<file path="src/rtl/vend_pkg.sv">
// rtl/vend_pkg.sv - shared state encoding and coin denominations for the vending controller
package vend_pkg;

  typedef enum logic [1:0] {
    IDLE   = 2'd0,
    CREDIT = 2'd1,
    VEND   = 2'd2,
    CHANGE = 2'd3
  } state_t;

  localparam logic [2:0] COIN_1 = 3'd1;
  localparam logic [2:0] COIN_2 = 3'd2;
  localparam logic [2:0] COIN_5 = 3'd5;

  function automatic logic coin_legal(input logic [2:0] v);
    return (v == COIN_1) || (v == COIN_2) || (v == COIN_5);
  endfunction

endpackage

</file>
<file path="src/rtl/vend_change_gen.sv">
// rtl/vend_change_gen.sv - picks the largest change coin not exceeding the credit
module vend_change_gen
  import vend_pkg::*;
#(
  parameter int CREDIT_W = 8
) (
  input  logic [CREDIT_W-1:0] credit,
  output logic [2:0]          coin,
  output logic [CREDIT_W-1:0] remainder
);

  always_comb begin
    coin = 3'd0;
    if (credit >= CREDIT_W'(COIN_5)) begin
      coin = COIN_5;
    end else if (credit >= CREDIT_W'(COIN_2)) begin
      coin = COIN_2;
    end else if (credit != '0) begin
      coin = COIN_1;
    end
    remainder = credit - CREDIT_W'(coin);
  end

endmodule

</file>
<file path="src/rtl/vend_ctrl.sv">
// rtl/vend_ctrl.sv - coin-accepting vending controller with registered outputs
// Credit, vend and change are all updated on the edge that samples their cause.
module vend_ctrl
  import vend_pkg::*;
#(
  parameter int N_PROD     = 4,
  parameter int CREDIT_W   = 8,
  parameter int MAX_CREDIT = 50
) (
  input  logic                        CLK,
  input  logic                        RST,
  input  logic                        coin_valid,
  input  logic [2:0]                  coin_val,
  input  logic                        sel_valid,
  input  logic [$clog2(N_PROD)-1:0]   sel_id,
  input  logic                        cancel,
  input  logic [N_PROD*CREDIT_W-1:0]  prices,
  output logic [CREDIT_W-1:0]         credit,
  output logic                        vend_valid,
  output logic [$clog2(N_PROD)-1:0]   vend_id,
  output logic                        change_valid,
  output logic [2:0]                  change_coin,
  output logic                        reject,
  output logic                        insuff,
  output logic                        busy
);

  localparam int SEL_W = $clog2(N_PROD);

  state_t              state_q, state_d;
  logic [CREDIT_W-1:0] credit_d;
  logic [CREDIT_W-1:0] price;
  logic [CREDIT_W:0]   sum;
  logic [2:0]          chg_coin;
  logic [CREDIT_W-1:0] chg_rem;
  logic                sel_ok, vend_ok, coin_ok, cancel_act;

  logic                vend_valid_d, change_valid_d, reject_d, insuff_d, busy_d;
  logic [SEL_W-1:0]    vend_id_d;
  logic [2:0]          change_coin_d;

  vend_change_gen #(.CREDIT_W(CREDIT_W)) u_change (
    .credit    (credit),
    .coin      (chg_coin),
    .remainder (chg_rem)
  );

  // Loop lookup keeps out-of-range sel_id from indexing past the table.
  always_comb begin
    price = '0;
    for (int i = 0; i < N_PROD; i++) begin
      if (32'(sel_id) == 32'(i)) price = prices[i*CREDIT_W +: CREDIT_W];
    end
  end

  assign sel_ok     = 32'(sel_id) < 32'(N_PROD);
  assign vend_ok    = sel_ok && (credit >= price);
  assign sum        = {1'b0, credit} + (CREDIT_W+1)'(coin_val);
  assign coin_ok    = coin_legal(coin_val) && (sum <= (CREDIT_W+1)'(MAX_CREDIT));
  assign cancel_act = cancel && (state_q == CREDIT);

  always_ff @(posedge CLK) begin
    if (RST) begin
      state_q      <= IDLE;
      credit       <= '0;
      vend_valid   <= 1'b0;
      vend_id      <= '0;
      change_valid <= 1'b0;
      change_coin  <= 3'd0;
      reject       <= 1'b0;
      insuff       <= 1'b0;
      busy         <= 1'b0;
    end else begin
      state_q      <= state_d;
      credit       <= credit_d;
      vend_valid   <= vend_valid_d;
      vend_id      <= vend_id_d;
      change_valid <= change_valid_d;
      change_coin  <= change_coin_d;
      reject       <= reject_d;
      insuff       <= insuff_d;
      busy         <= busy_d;
    end
  end

  always_comb begin
    state_d  = state_q;
    credit_d = credit;
    case (state_q)
      IDLE, CREDIT: begin
        if (cancel_act) begin
          state_d = CHANGE;
        end else if (sel_valid) begin
          if (vend_ok) begin
            state_d  = VEND;
            credit_d = credit - price;
          end
        end else if (coin_valid && coin_ok) begin
          state_d  = CREDIT;
          credit_d = sum[CREDIT_W-1:0];
        end
      end
      VEND:    state_d = (credit != '0) ? CHANGE : IDLE;
      CHANGE: begin
        credit_d = chg_rem;
        if (chg_rem == '0) state_d = IDLE;
      end
      default: state_d = IDLE;
    endcase
  end

  always_comb begin
    vend_valid_d   = 1'b0;
    vend_id_d      = '0;
    change_valid_d = 1'b0;
    change_coin_d  = 3'd0;
    reject_d       = 1'b0;
    insuff_d       = 1'b0;
    busy_d         = (state_d == VEND) || (state_d == CHANGE);
    case (state_q)
      IDLE, CREDIT: begin
        if (cancel_act) begin
          reject_d = coin_valid;
        end else if (sel_valid) begin
          reject_d = coin_valid;
          if (vend_ok) begin
            vend_valid_d = 1'b1;
            vend_id_d    = sel_id;
          end else begin
            insuff_d = 1'b1;
          end
        end else begin
          reject_d = coin_valid && !coin_ok;
        end
      end
      VEND:    reject_d = coin_valid;
      CHANGE: begin
        reject_d       = coin_valid;
        change_valid_d = 1'b1;
        change_coin_d  = chg_coin;
      end
      default: ;
    endcase
  end

endmodule

</file>
<file path="config.mk">
export PLATFORM = sky130hd
export DESIGN_NAME = vend_ctrl
export DESIGN_NICKNAME = d
export VERILOG_FILES = /design/src/rtl/vend_pkg.sv /design/src/rtl/vend_change_gen.sv /design/src/rtl/vend_ctrl.sv
export SDC_FILE = /design/constraint.sdc
export NUM_CORES = 1
export LEC_CHECK = 0
export ABC_AREA = 1
export CAP_MARGIN = 20
export CORE_MARGIN = 1
export CORE_UTILIZATION = 49
export CTS_BUF_LIST = sky130_fd_sc_hd__clkbuf_8 sky130_fd_sc_hd__clkbuf_16
export DETAILED_ROUTE_END_ITERATION = 7
export PLACE_DENSITY = 0.8
export SLEW_MARGIN = 20
export SYNTH_ARGS = -nofsm -noshare
export SYNTH_HDL_FRONTEND = slang
export SYNTH_SLANG_ARGS = --single-unit
</file>
<file path="constraint.sdc">
create_clock -name CLK -period 3.21 [get_ports CLK]
set_input_delay 0.4815 -clock CLK [delete_from_list [all_inputs] [get_ports CLK]]
set_output_delay 0.4815 -clock CLK [all_outputs]
set_load 0.05 [all_outputs]
</file>
* Word-level counts from Yosys, hierarchy flattened
Index checks and enable logic that the tools add are counted.
Operators by class: $add $sub $neg 3, order comparisons 4, equal/unequal tests 14, muxes and demuxes 25, bitwise logic cells 4, reduce and logical (&&, ||, !) cells 19
Operators by type and width (number):
- 2-to-1 mux 8 bit | 8
- one-hot mux 8 bit (2 select lines) | 1
- == test 2 bit (second input constant) | 6
- 2-to-1 mux 2 bit | 6
- adder 8 x 3 -> 9 bit | 1
- less-or-equal comparator 9 x 6 -> 1 bit (second input constant) | 1
- >= comparator 8 x 2 -> 1 bit (second input constant) | 1
- >= comparator 8 x 3 -> 1 bit (second input constant) | 1
- >= comparator 8 bit | 1
- logical NOT 8 bit | 1
- nonzero test 8 bit | 1
- subtractor 8 x 3 -> 8 bit | 1
- subtractor 8 bit | 1
- 2-to-1 mux 1 bit | 6
- 2-to-1 mux 3 bit | 2
- inequality test 3 bit (second input constant) | 2
- one-hot mux 2 bit (3 select lines) | 1
- OR reduction 2 bit | 3
- OR reduction 5 bit | 1
- == test 2 x 1 -> 1 bit (second input constant) | 2
- logical AND 1 bit | 4
- logical NOT 2 bit | 2
- inverter 1 bit | 4
- AND reduction 4 bit | 1
- other kinds (9) | 11
Storage, ports and cells: register bits 20, input port bits 42, output and inout port bits 18, word-level logic and storage cells 78

* Longest topological paths before layout
Gate-level depths: netlist of the first run.
depth after elaboration 12, depth in mapped cells 20, mapped depth without buffers 19

* Modules after synthesis
From an unflattened synthesis of the first run, not the netlist that was laid out.
Second synthesis, totals: cells, all modules 364, area total of the unflattened synthesis 2210.9 sq um
Modules (own cells, without submodules):
- vend_ctrl | instances 1, cells each 309, area an instance 1891.8 sq um, seq. area each 400.4 sq um
- vend_change_gen | instances 1, cells each 55, area an instance 319.1 sq um, seq. area each 0.0 sq um

* Worst setup path after synthesis of the first run
OpenSTA, ideal clock, no wires.
kind register to register, start point reg credit[1], end point reg busy, library setup time 0.109 ns, arrival 2.754 ns, data required time 3.101 ns, slack 0.347 ns, stages on the path, launching flop included 17, buffers on the path 0, period minus slack after synthesis 2.863 ns, cell sequence dfxtp_1 -> inv_1 -> a21oi_1 -> nor3_1 -> o21ai_0 -> ha_1 -> inv_1 -> fa_1 -> nand2_1 -> nand3_1 -> xor2_1 -> nor2_1 -> nand3_1 -> a21oi_1 -> nand3b_1 -> nand2_1 -> inv_1
On the way: longest elaborated chain between the ends 10, elaborated cells between the ends (all ways) 23, those cells by class add/sub (2); order compare (4); eq/ne (2); mux (10); reduce/logical (5)
RTL lines:
- from (decl) | RTL line vend_ctrl.sv:18 | output logic [CREDIT_W-1:0] credit,
- from (signal assigned) | RTL line vend_ctrl.sv:75 | credit <= credit_d;
- parallel branches: the longest is 3 deep, another holds >= comparator 8 x 2 -> 1 bit
- 2-to-1 mux 3 bit (*) | RTL line vend_change_gen.sv:14 | if (credit >= CREDIT_W'(COIN_5)) begin
- net chg_coin[0] | RTL line vend_ctrl.sv:34 | logic [2:0] chg_coin;
- subtractor 8 x 3 -> 8 bit (*) | RTL line vend_change_gen.sv:21 | remainder = credit - CREDIT_W'(coin);
- logical NOT 8 bit (*) | RTL line vend_ctrl.sv:106 | if (chg_rem == '0) state_d = IDLE;
- 2-to-1 mux 2 bit (*) | RTL line vend_ctrl.sv:106
- one-hot mux 2 bit (3 select lines) (*) | RTL line vend_ctrl.sv:89 | case (state_q)
- == test 2 bit | RTL line vend_ctrl.sv:119 | busy_d = (state_d == VEND) || (state_d == CHANGE);
- logical OR 1 bit (*) | RTL line vend_ctrl.sv:119
- to (signal assigned) | RTL line vend_ctrl.sv:82 | busy <= busy_d;
- to (decl) | RTL line vend_ctrl.sv:25 | output logic busy
Mark *: on every way through the listed nets, which the timed path passes. A chain may end at the register's enable or synchronous reset.

* Worst setup path after layout of the first run
start point in sel_id[1], end point reg credit[3]
On the way: longest elaborated chain between the ends 10, elaborated cells between the ends (all ways) 16, those cells by class add/sub (1); order compare (1); eq/ne (4); mux (8); reduce/logical (2)
RTL lines:
- from (decl) | RTL line vend_ctrl.sv:15 | input logic [$clog2(N_PROD)-1:0] sel_id,
- logical NOT 2 bit | RTL line vend_ctrl.sv:52 | if (32'(sel_id) == 32'(i)) price = prices[i*CREDIT_W +: CREDIT_W];
- 2-to-1 mux 8 bit (3 in a row) | RTL line vend_ctrl.sv:52
- 2-to-1 mux 8 bit (*) | RTL line vend_ctrl.sv:52
- subtractor 8 bit | RTL line vend_ctrl.sv:96 | credit_d = credit - price;
- 2-to-1 mux 8 bit | RTL line vend_ctrl.sv:94 | if (vend_ok) begin
- 2-to-1 mux 8 bit | RTL line vend_ctrl.sv:93 | end else if (sel_valid) begin
- 2-to-1 mux 8 bit | RTL line vend_ctrl.sv:91 | if (cancel_act) begin
- one-hot mux 8 bit (2 select lines) | RTL line vend_ctrl.sv:89
Every way passes the cells marked *; elsewhere a longest branch is shown, timed or not. The select of a mux whose other input is x is not followed.

==> metrics.csv, run 1 <==
stage,metric,value,unit
power_and_ir_drop,clock group share of total power,0.078,
floorplan,number of top-level pins,60,
layout,utilization after layout,0.703,
clock_tree,clock slew at the register clock pins of the worst setup and hold paths,0.08,ns
synthesis,post-synthesis instance area,2090,um^2
synthesis,Yosys cell types,34,
layout,area grow syn2layout,36.5,%
synthesis,commonest register cell after synthesis,dfxtp_1,
critical_path,sequence of cells on the critical path,clkdlybuf4s50_1 -> nor2_1 -> buf_4 -> a22o_1 -> a21oi_1 -> a21boi_0 -> ha_1 -> nand2_1 -> a21oi_1 -> nor3_1 -> nand3_1 -> nor2_2 -> nor2_4 -> nand3_4 -> nand2_1 -> nand2_1 -> nor2_1,
floorplan,DIE WIDTH,67.3,um
global_route,initial antenna violation count,0,
power_and_ir_drop,switching power share of the total,0.549,
worst_hold_path,path class of the lowest-slack min-delay path,register to register,
layout,"most common cell after layout, fill and taps aside",nand2_1,
timing,final count of hold timing violations,0,
synthesis,flop and latch count out of synthesis,19,
synthesis,"Seq/Total Area, Yosys",0.182,
clock_tree,Bufs on Longest Clock Path,2,
global_route,Global Route Usage Sum,0.276,
clock_tree,root buf cell,clkbuf_8,
clock_tree,CTS HTree Levels,1,
layout,Final Cell Area,2850,um^2
critical_path,Worst path slowest cell,clkdlybuf4s50_1,
timing,Setup Skew,0.00823,ns
timing,fin crit share,0.932,
timing,setup-violating endpoint count in the final report,0,
power_and_ir_drop,combinational group share of total power,0.759,
critical_path,"slowest stage delay, CP",0.53,ns
job,number of max-capacitance violations reported,0,
timing,unrepaired setup endpoints after global routing,false,
place,"number of placed instances, taps included",460,
critical_path,Crit path required time,3.38,ns
critical_path,Critical Path Source,sel_id[1],
clock_tree,clock tree sinks,19,
global_route,global-route congestion overflow total,0,
global_route,wire length of the first global-routing pass,9580,um
routing,Via Count,2462,
timing,Max Slew Vio Count,0,
place,HPWL Detailed,4950,um
floorplan,vertical die dimension,67.3,um
critical_path,worst setup path class,input port to register,
power_and_ir_drop,Internal Dissipation,1.01,mW
synthesis,synthesized net count,405,
timing,Slew headroom,0.643,
power_and_ir_drop,static power due to leakage,1.44,nW
synthesis,share of flip-flops with an asynchronous set or reset after synthesis,0,
floorplan,die area,4530,um^2
synthesis,Avg Synthesized Cell Area,6.04,um^2
routing,post-detailed-route DRC marker count,0,
timing,final period demand of the worst path,2.99,ns
floorplan,area of the core,4060,um^2
critical_path,buffer and inverter count on the worst path,2,
synthesis,synthesized netlist cell count,346,
routing,"antenna viol nets, final",0,
global_route,maximum number of pins on one net before global-route repair,14,
worst_hold_path,startpoint of the worst hold path,state_q[0]$_SDFF_PP0_,
timing,Max Clock Freq,0.334,GHz
power_and_ir_drop,sequential share of power,0.164,
critical_path,launching point of the worst reg2reg path,credit[7]$_SDFFE_PP0P_,
global_route,via count of the first global-routing pass,2169,
floorplan,number of placement rows,23,
clock_tree,number of hold buffers added after cts,0,
power_and_ir_drop,IR Drop Worst-Case VDD,490,uV
clock_tree,"Clk Latency, worst-skew pair",0.26,ns
routing,detail-routed net length per standard cell,12.9,um
critical_path,Critical Path Most Common Cell,nand2_1,
synthesis,number of flops mapped to enable cells by yosys,0,
critical_path,highest fanout seen on the critical path,12,
place,count of port buffers added during placement,59,
critical_path,crit-path leading delay family,simple AND/OR/NAND/NOR gates,
floorplan,initial standard-cell utilization of the core,0.515,
place,Routability Congestion,0.886,
place,placement-stage cell area,2790,um^2
timing,transition time of the tightest slew-check pin,0.535,ns
routing,vias per inst,5.31,
clock_tree,clock tree from TritonCTS,yes,
layout,fraction of final layout cells sized beyond drive strength 1,0.101,
clock_tree,total CTS buffers,3,
critical_path,Startpoint Class,input port,
routing,number of DRC markers after the initial detailed-route iteration,142,
critical_path,WP data arrival,3.16,ns
synthesis,YS warnings,0,
power_and_ir_drop,total power density per cell area,786,nW/um^2
layout,number of antenna repair diodes,0,
critical_path,kind of end point of the critical path,register,
layout,total of fill cells in the finished design,356,
power_and_ir_drop,power dissipated by switching net loads,1.23,mW
layout,"commonest non-fill, non-tap cells in the layout","nand2_1, clkdlybuf4s50_1, inv_1, nor2_1, nand3_1",
routing,first-pass detailed-route iteration total,5,
status,outcome,completed,
routing,Routed WL,6010,um
layout,non-filler cells in the finished layout,464,
power_and_ir_drop,total power,2.24,mW
layout,"Net count, final",474,
-- logic make-up (layout without fill, tap and decap cells) --
group                    count (synthesis)  in the layout  share of synthesized area
XOR/XNOR                                 5              5                     0.0210
AND/OR/NAND/NOR                        195            195                      0.426
buffers and inverters                   64            132                      0.123
flip-flops                              19             19                      0.182
AO/OA/AOI/OAI                           46             46                      0.136
adder cells (fa/ha/maj)                 17             17                      0.113
-- power groups by stage --
| stage | clock network [mW] | logic (mW) | registers (mW) |
|---|---|---|---|
| after global placement | 0 | 1.63 | 0.368 |
| after CTS | 0.174 | 1.67 | 0.365 |
| after detailed placement | 0 | 1.66 | 0.370 |
| final | 0.174 | 1.70 | 0.367 |
| after global routing | 0.188 | 1.91 | 0.378 |
| after floorplan | 0 | 1.05 | 0.527 |
-- worst paths after layout --
check                                         endpoint  slack, ns  depth (start not counted)
worst min register to register   state_q[0]$_SDFF_PP0_       0.63                          4
worst max register to register   state_q[0]$_SDFF_PP0_       0.32                         15
worst min-delay path             state_q[0]$_SDFF_PP0_       0.63                          4
worst max-delay path            credit[3]$_SDFFE_PP0P_       0.22                         17
-- state kept, by name (all words and copies together), names as in the netlist --
signal        count
change_coin       3
change_valid      1
busy              1
state_q           1
vend_id           2
reject            1
insuff            1
vend_valid        1
credit            8
-- cells in the mapped netlist (2+ instances only) --
cell type  count  share of area
a21boi_0       3          0.011
a21oi_1       17          0.041
a221oi_1       4          0.017
a22o_1         5          0.021
a31oi_1        2         0.0060
buf_4          2         0.0072
clkbuf_1       2         0.0036
dfxtp_1       19           0.18
fa_1           3          0.029
ha_1          14          0.084
inv_1         55          0.099
inv_2          3         0.0054
nand2_1       91           0.16
nand2_2        8          0.024
nand2_4        2          0.011
nand3_1       28          0.067
nand3_2        3          0.014
nand3b_1       2         0.0072
nand4_1        9          0.027
nor2_1        42          0.075
nor2_2         4          0.012
nor3_1         2         0.0048
nor4_1         2         0.0060
o21ai_0       11          0.026
xnor2_1        2         0.0084
xor2_1         3          0.013
-- through the flow --
stage / setup slack, ns / TNS, ns / hold slack, ns
finish: 0.218 / 0 / 0.628
global placement: -0.000513 / -0.000513 / 0.605
CTS: 0.119 / 0 / 0.622
global route: 0.0576 / 0 / 0.658
detailed placement: -0.150 / -1.05 / 0.612
floorplan: 0.347 / 0 / 0.559
-- worst register-to-register path, stage by stage, from the launching register on --
cell     delay [ns]
dfxtp_1        0.40
inv_1          0.17
nand3_1        0.16
nor3_2         0.30
o21ai_0        0.18
ha_1           0.21
inv_1          0.08
fa_1           0.41
inv_1          0.10
nand3_1        0.09
nor2_1         0.11
nand3_1        0.08
a21oi_1        0.27
nand3_1        0.12
nand2_1        0.08
inv_1          0.04
-- metal layers --
metal / track usage / share of wire / vias up
met4: 0.0505 / 0.0085 / 0
li1: - / - / 1252
met3: 0.0524 / 0.056 / 8
met5: 0 / 0 / -
met2: 0.449 / 0.47 / 87
met1: 0.379 / 0.47 / 1115
-- cell type report --
class	count	area, um^2	share of cell area
multi-input cells	263	1470	0.515
inverters	58	218	0.0763
clock buffers	3	41.3	0.0145
flip-flops and latches	19	380	0.133
repair buffers	70	676	0.237
clock inverters	1	5.00	0.00175
well taps	50	62.6	0.0219
-- repair_timing --
item | 4_1_cts | 5_1_grt
resized for setup | 0 | 8
endpoints found under the hold margin | 0 | 0
setup buffers | 0 | 0
endpoints found under the setup margin | 0 | 10
No activity file was read; power rests on OpenSTA's default activity.
==> inputs of run 2 (changes only) <==
--- a/config.mk
+++ b/config.mk
@@ -12,6 +12,7 @@
 export CTS_BUF_LIST = sky130_fd_sc_hd__clkbuf_8 sky130_fd_sc_hd__clkbuf_16
 export DETAILED_ROUTE_END_ITERATION = 7
 export PLACE_DENSITY = 0.8
+export SKIP_CTS_REPAIR_TIMING = 1
 export SLEW_MARGIN = 20
 export SYNTH_ARGS = -nofsm -noshare
 export SYNTH_HDL_FRONTEND = slang
==> results of run 2 <==
The final DEF is identical to that of run 1; final timing and power are the same.
==> inputs of run 3 (changes only) <==
--- a/config.mk
+++ b/config.mk
@@ -11,9 +11,10 @@
 export CORE_UTILIZATION = 49
 export CTS_BUF_LIST = sky130_fd_sc_hd__clkbuf_8 sky130_fd_sc_hd__clkbuf_16
 export DETAILED_ROUTE_END_ITERATION = 7
-export PLACE_DENSITY = 0.8
+export PLACE_DENSITY = 0.79
 export SKIP_CTS_REPAIR_TIMING = 1
 export SLEW_MARGIN = 20
 export SYNTH_ARGS = -nofsm -noshare
 export SYNTH_HDL_FRONTEND = slang
+export SYNTH_HIERARCHICAL = 1
 export SYNTH_SLANG_ARGS = --single-unit
==> metrics.csv, run 3 <==
stage,metric,value,unit,change
clock_tree,Bufs on Longest Clock Path,2,,unchanged
critical_path,worst setup path class,input port to register,,unchanged
power_and_ir_drop,static power due to leakage,1.44,nW,about the same
timing,final period demand of the worst path,2.89,ns,was 2.99 ns
power_and_ir_drop,clock group share of total power,0.078,,about the same
timing,fin crit share,0.900,,was 0.932
critical_path,Startpoint Class,input port,,unchanged
timing,unrepaired setup endpoints after global routing,false,,unchanged
synthesis,"Seq/Total Area, Yosys",0.181,,was 0.182
power_and_ir_drop,combinational group share of total power,0.785,,was 0.759
power_and_ir_drop,Internal Dissipation,1.44,mW,was 1.01 mW
timing,Max Slew Vio Count,0,,unchanged
synthesis,synthesized netlist cell count,364,,was 346
layout,number of antenna repair diodes,0,,unchanged
synthesis,share of flip-flops with an asynchronous set or reset after synthesis,0,,unchanged
floorplan,area of the core,4350,um^2,was 4060 um^2
timing,Setup Skew,0.00788,ns,was 0.00823 ns
timing,Max Clock Freq,0.346,GHz,was 0.334 GHz
critical_path,WP data arrival,3.05,ns,was 3.16 ns
floorplan,vertical die dimension,69.2,um,was 67.3 um
layout,area grow syn2layout,35.2,%,was 36.5%
global_route,wire length of the first global-routing pass,10700,um,was 9580 um
layout,"commonest non-fill, non-tap cells in the layout","nand2_1, clkdlybuf4s50_1, inv_1, nand3_1, nor2_1",,"was nand2_1, clkdlybuf4s50_1, inv_1, nor2_1, nand3_1"
floorplan,number of placement rows,24,,was 23
critical_path,kind of end point of the critical path,register,,unchanged
routing,post-detailed-route DRC marker count,0,,unchanged
routing,"antenna viol nets, final",0,,unchanged
critical_path,launching point of the worst reg2reg path,credit[1]$_SDFFE_PP0P_,,was credit[7]$_SDFFE_PP0P_
synthesis,Yosys cell types,38,,was 34
floorplan,DIE WIDTH,69.2,um,was 67.3 um
power_and_ir_drop,power dissipated by switching net loads,1.85,mW,was 1.23 mW
clock_tree,clock tree sinks,20,,was 19
synthesis,YS warnings,6,,was 0
synthesis,number of flops mapped to enable cells by yosys,0,,unchanged
floorplan,initial standard-cell utilization of the core,0.508,,was 0.515
routing,Routed WL,6560,um,was 6010 um
critical_path,Crit path required time,3.37,ns,was 3.38 ns
global_route,global-route congestion overflow total,0,,unchanged
clock_tree,root buf cell,clkbuf_8,,unchanged
power_and_ir_drop,switching power share of the total,0.561,,was 0.549
layout,"most common cell after layout, fill and taps aside",nand2_1,,unchanged
synthesis,cell type with the largest total area after synthesis,dfxtp_1,,unchanged
synthesis,flop and latch count out of synthesis,20,,was 19
layout,largest registers ranked by flip-flop count,"credit: 8 flops, change_coin: 3 flops",,"was credit: 8 flops, change_coin: 3 flops, vend_id: 2 flops"
timing,accumulated negative setup slack,0,ns,unchanged
synthesis,"top cells by count, synth","nand2_1, inv_1, nand3_1, nor2_1",,"was nand2_1, inv_1, nor2_1, nand3_1, dfxtp_1"
synthesis,top area cells in the synthesized netlist,"dfxtp_1, nand2_1, nand3_1, inv_1, ha_1",,"was dfxtp_1, nand2_1, inv_1, ha_1, nor2_1"
routing,number of DRC markers after the initial detailed-route iteration,232,,was 142
global_route,maximum number of pins on one net before global-route repair,14,,unchanged
timing,Slew headroom,0.654,,was 0.643
floorplan,die area,4780,um^2,was 4530 um^2
worst_hold_path,startpoint of the worst hold path,state_q[0]$_SDFF_PP0_,,unchanged
routing,vias per inst,5.48,,was 5.31
routing,Via Count,2653,,"was 2,462"
synthesis,Avg Synthesized Cell Area,6.07,um^2,was 6.04 um^2
power_and_ir_drop,total power density per cell area,1100,nW/um^2,was 786 nW/um^2
synthesis,commonest register cell after synthesis,dfxtp_1,,unchanged
clock_tree,clock tree from TritonCTS,yes,,unchanged
global_route,via count of the first global-routing pass,2386,,"was 2,169"
layout,fraction of final layout cells sized beyond drive strength 1,0.116,,was 0.101
critical_path,Critical Path Source,sel_id[0],,was sel_id[1]
synthesis,post-synthesis instance area,2210,um^2,was 2090 um^2
job,number of max-capacitance violations reported,0,,unchanged
layout,"flip-flop count of the largest register, all copies and words added",8,,unchanged
timing,transition time of the tightest slew-check pin,0.518,ns,was 0.535 ns
place,HPWL Detailed,5340,um,was 4950 um
place,count of port buffers added during placement,59,,unchanged
global_route,initial antenna violation count,0,,unchanged
place,Routability Congestion,0.956,,was 0.886
layout,"Net count, final",492,,was 474
floorplan,number of top-level pins,60,,unchanged
power_and_ir_drop,sequential share of power,0.138,,was 0.164
clock_tree,CTS HTree Levels,1,,unchanged
timing,final count of hold timing violations,0,,unchanged
timing,setup-violating endpoint count in the final report,0,,unchanged
power_and_ir_drop,IR Drop Worst-Case VDD,599,uV,was 490 uV
routing,detail-routed net length per standard cell,13.5,um,was 12.9 um
clock_tree,total CTS buffers,3,,unchanged
synthesis,synthesized net count,423,,was 405
synthesis,portion of synthesized cell area occupied by the leading cell type,0.181,,was 0.182
clock_tree,clock slew at the register clock pins of the worst setup and hold paths,0.07,ns,was 0.08 ns
routing,first-pass detailed-route iteration total,5,,unchanged
layout,utilization after layout,0.686,,was 0.703
clock_tree,"Clk Latency, worst-skew pair",0.26,ns,about the same
status,outcome,completed,,unchanged
global_route,Global Route Usage Sum,0.275,,was 0.276
worst_hold_path,path class of the lowest-slack min-delay path,register to register,,unchanged
synthesis,top-count cell post-synth,nand2_1,,unchanged
power_and_ir_drop,total power,3.29,mW,was 2.24 mW
layout,most flop-heavy register,credit,,unchanged
critical_path,highest fanout seen on the critical path,9,,was 12
run 3: cell count changes in the layout (fill, tap and decap cells not counted), moves of 3 or more:
| cell | delta |
|---|---|
| a22o_1 | -5 |
| o211ai_1 | +5 |
| a221oi_1 | -4 |
| nand3_1 | +12 |
| nor2_1 | -5 |
| inv_1 | -5 |
| buf_4 | +3 |
| o21ai_0 | +9 |
run 3: final cells by class:
class,count,area (um^2)
Multi-Input combinational cell,280,1550
Fill cell,380,1370
Timing Repair Buffer,73,696
Sequential cell,20,400
Inverter,55,206
Tap cell,52,65.1
Clock buffer,3,41.3
Clock inverter,1,30.0
run 3: worst max-delay path, stage by stage:
cell and delay (ns):
clkdlybuf4s50_1 0.53, nor2_1 0.20, inv_1 0.05, o21ai_0 0.13, nand2_1 0.08, ha_1 0.21
fa_1 0.39, buf_4 0.15, inv_1 0.05, nand4_1 0.12, nand4_1 0.10, nand3_1 0.11
a21boi_0 0.23, nand3_1 0.11, nand2_1 0.07, nor2_1 0.04
run 3: routing by layer:
layer / wire [um] / GRT usage / vias up / share of wire
li1: - / - / 1323 / -
met3: 490 / 0.0247 / 14 / 0.075
met2: 3200 / 0.483 / 116 / 0.49
met1: 2740 / 0.357 / 1200 / 0.42
met4: 123 / 0.0771 / 0 / 0.019
met5: 0 / 0 / - / 0
run 3: cells by family (layout without fill, tap and decap cells):
| kind of cell | after synthesis | count (layout) | share of synthesized area |
|---|---|---|---|
| and+or+nand+nor | 201 | 201 | 0.423 |
| buffers and inverters | 64 | 132 | 0.118 |
| AOI/OAI and AO/OA | 56 | 56 | 0.147 |
| DFF | 20 | 20 | 0.181 |
| adders and majority gates | 17 | 17 | 0.106 |
| xor gates and xnor gates | 4 | 4 | 0.0158 |
| muxes | 2 | 2 | 0.00906 |
run 3: worst paths after layout:
kind,endpoint,slack [ns],depth (start not counted)
min reg2reg,insuff$_SDFF_PP0_,0.62,3
max,credit[6]$_SDFFE_PP0P_,0.32,16
max reg2reg,busy$_SDFF_PP0_,0.53,14
min,insuff$_SDFF_PP0_,0.62,3
run 3: power groups by stage:
stage | Sequential (mW) | Clock, mW | Combinational (mW)
6_report | 0.453 | 0.256 | 2.58
5_1_grt | 0.459 | 0.264 | 2.84
4_1_cts | 0.451 | 0.256 | 2.55
3_5_place_dp | 0.454 | 0 | 2.52
3_3_place_gp | 0.451 | 0 | 2.47
2_1_floorplan | 0.684 | 0 | 1.64
run 3: through the flow:
step | setup slack (ns) | area [um^2] | std cells | hold slack [ns]
floorplan | 0.556 | 2210 | 364 | 0.559
global placement | 0.120 | 2920 | 480 | 0.591
detailed placement | 0.0705 | 2920 | 480 | 0.595
CTS | 0.330 | 2990 | 484 | 0.616
global route | 0.0384 | 2990 | 484 | 0.643
finish | 0.320 | 2990 | 484 | 0.619
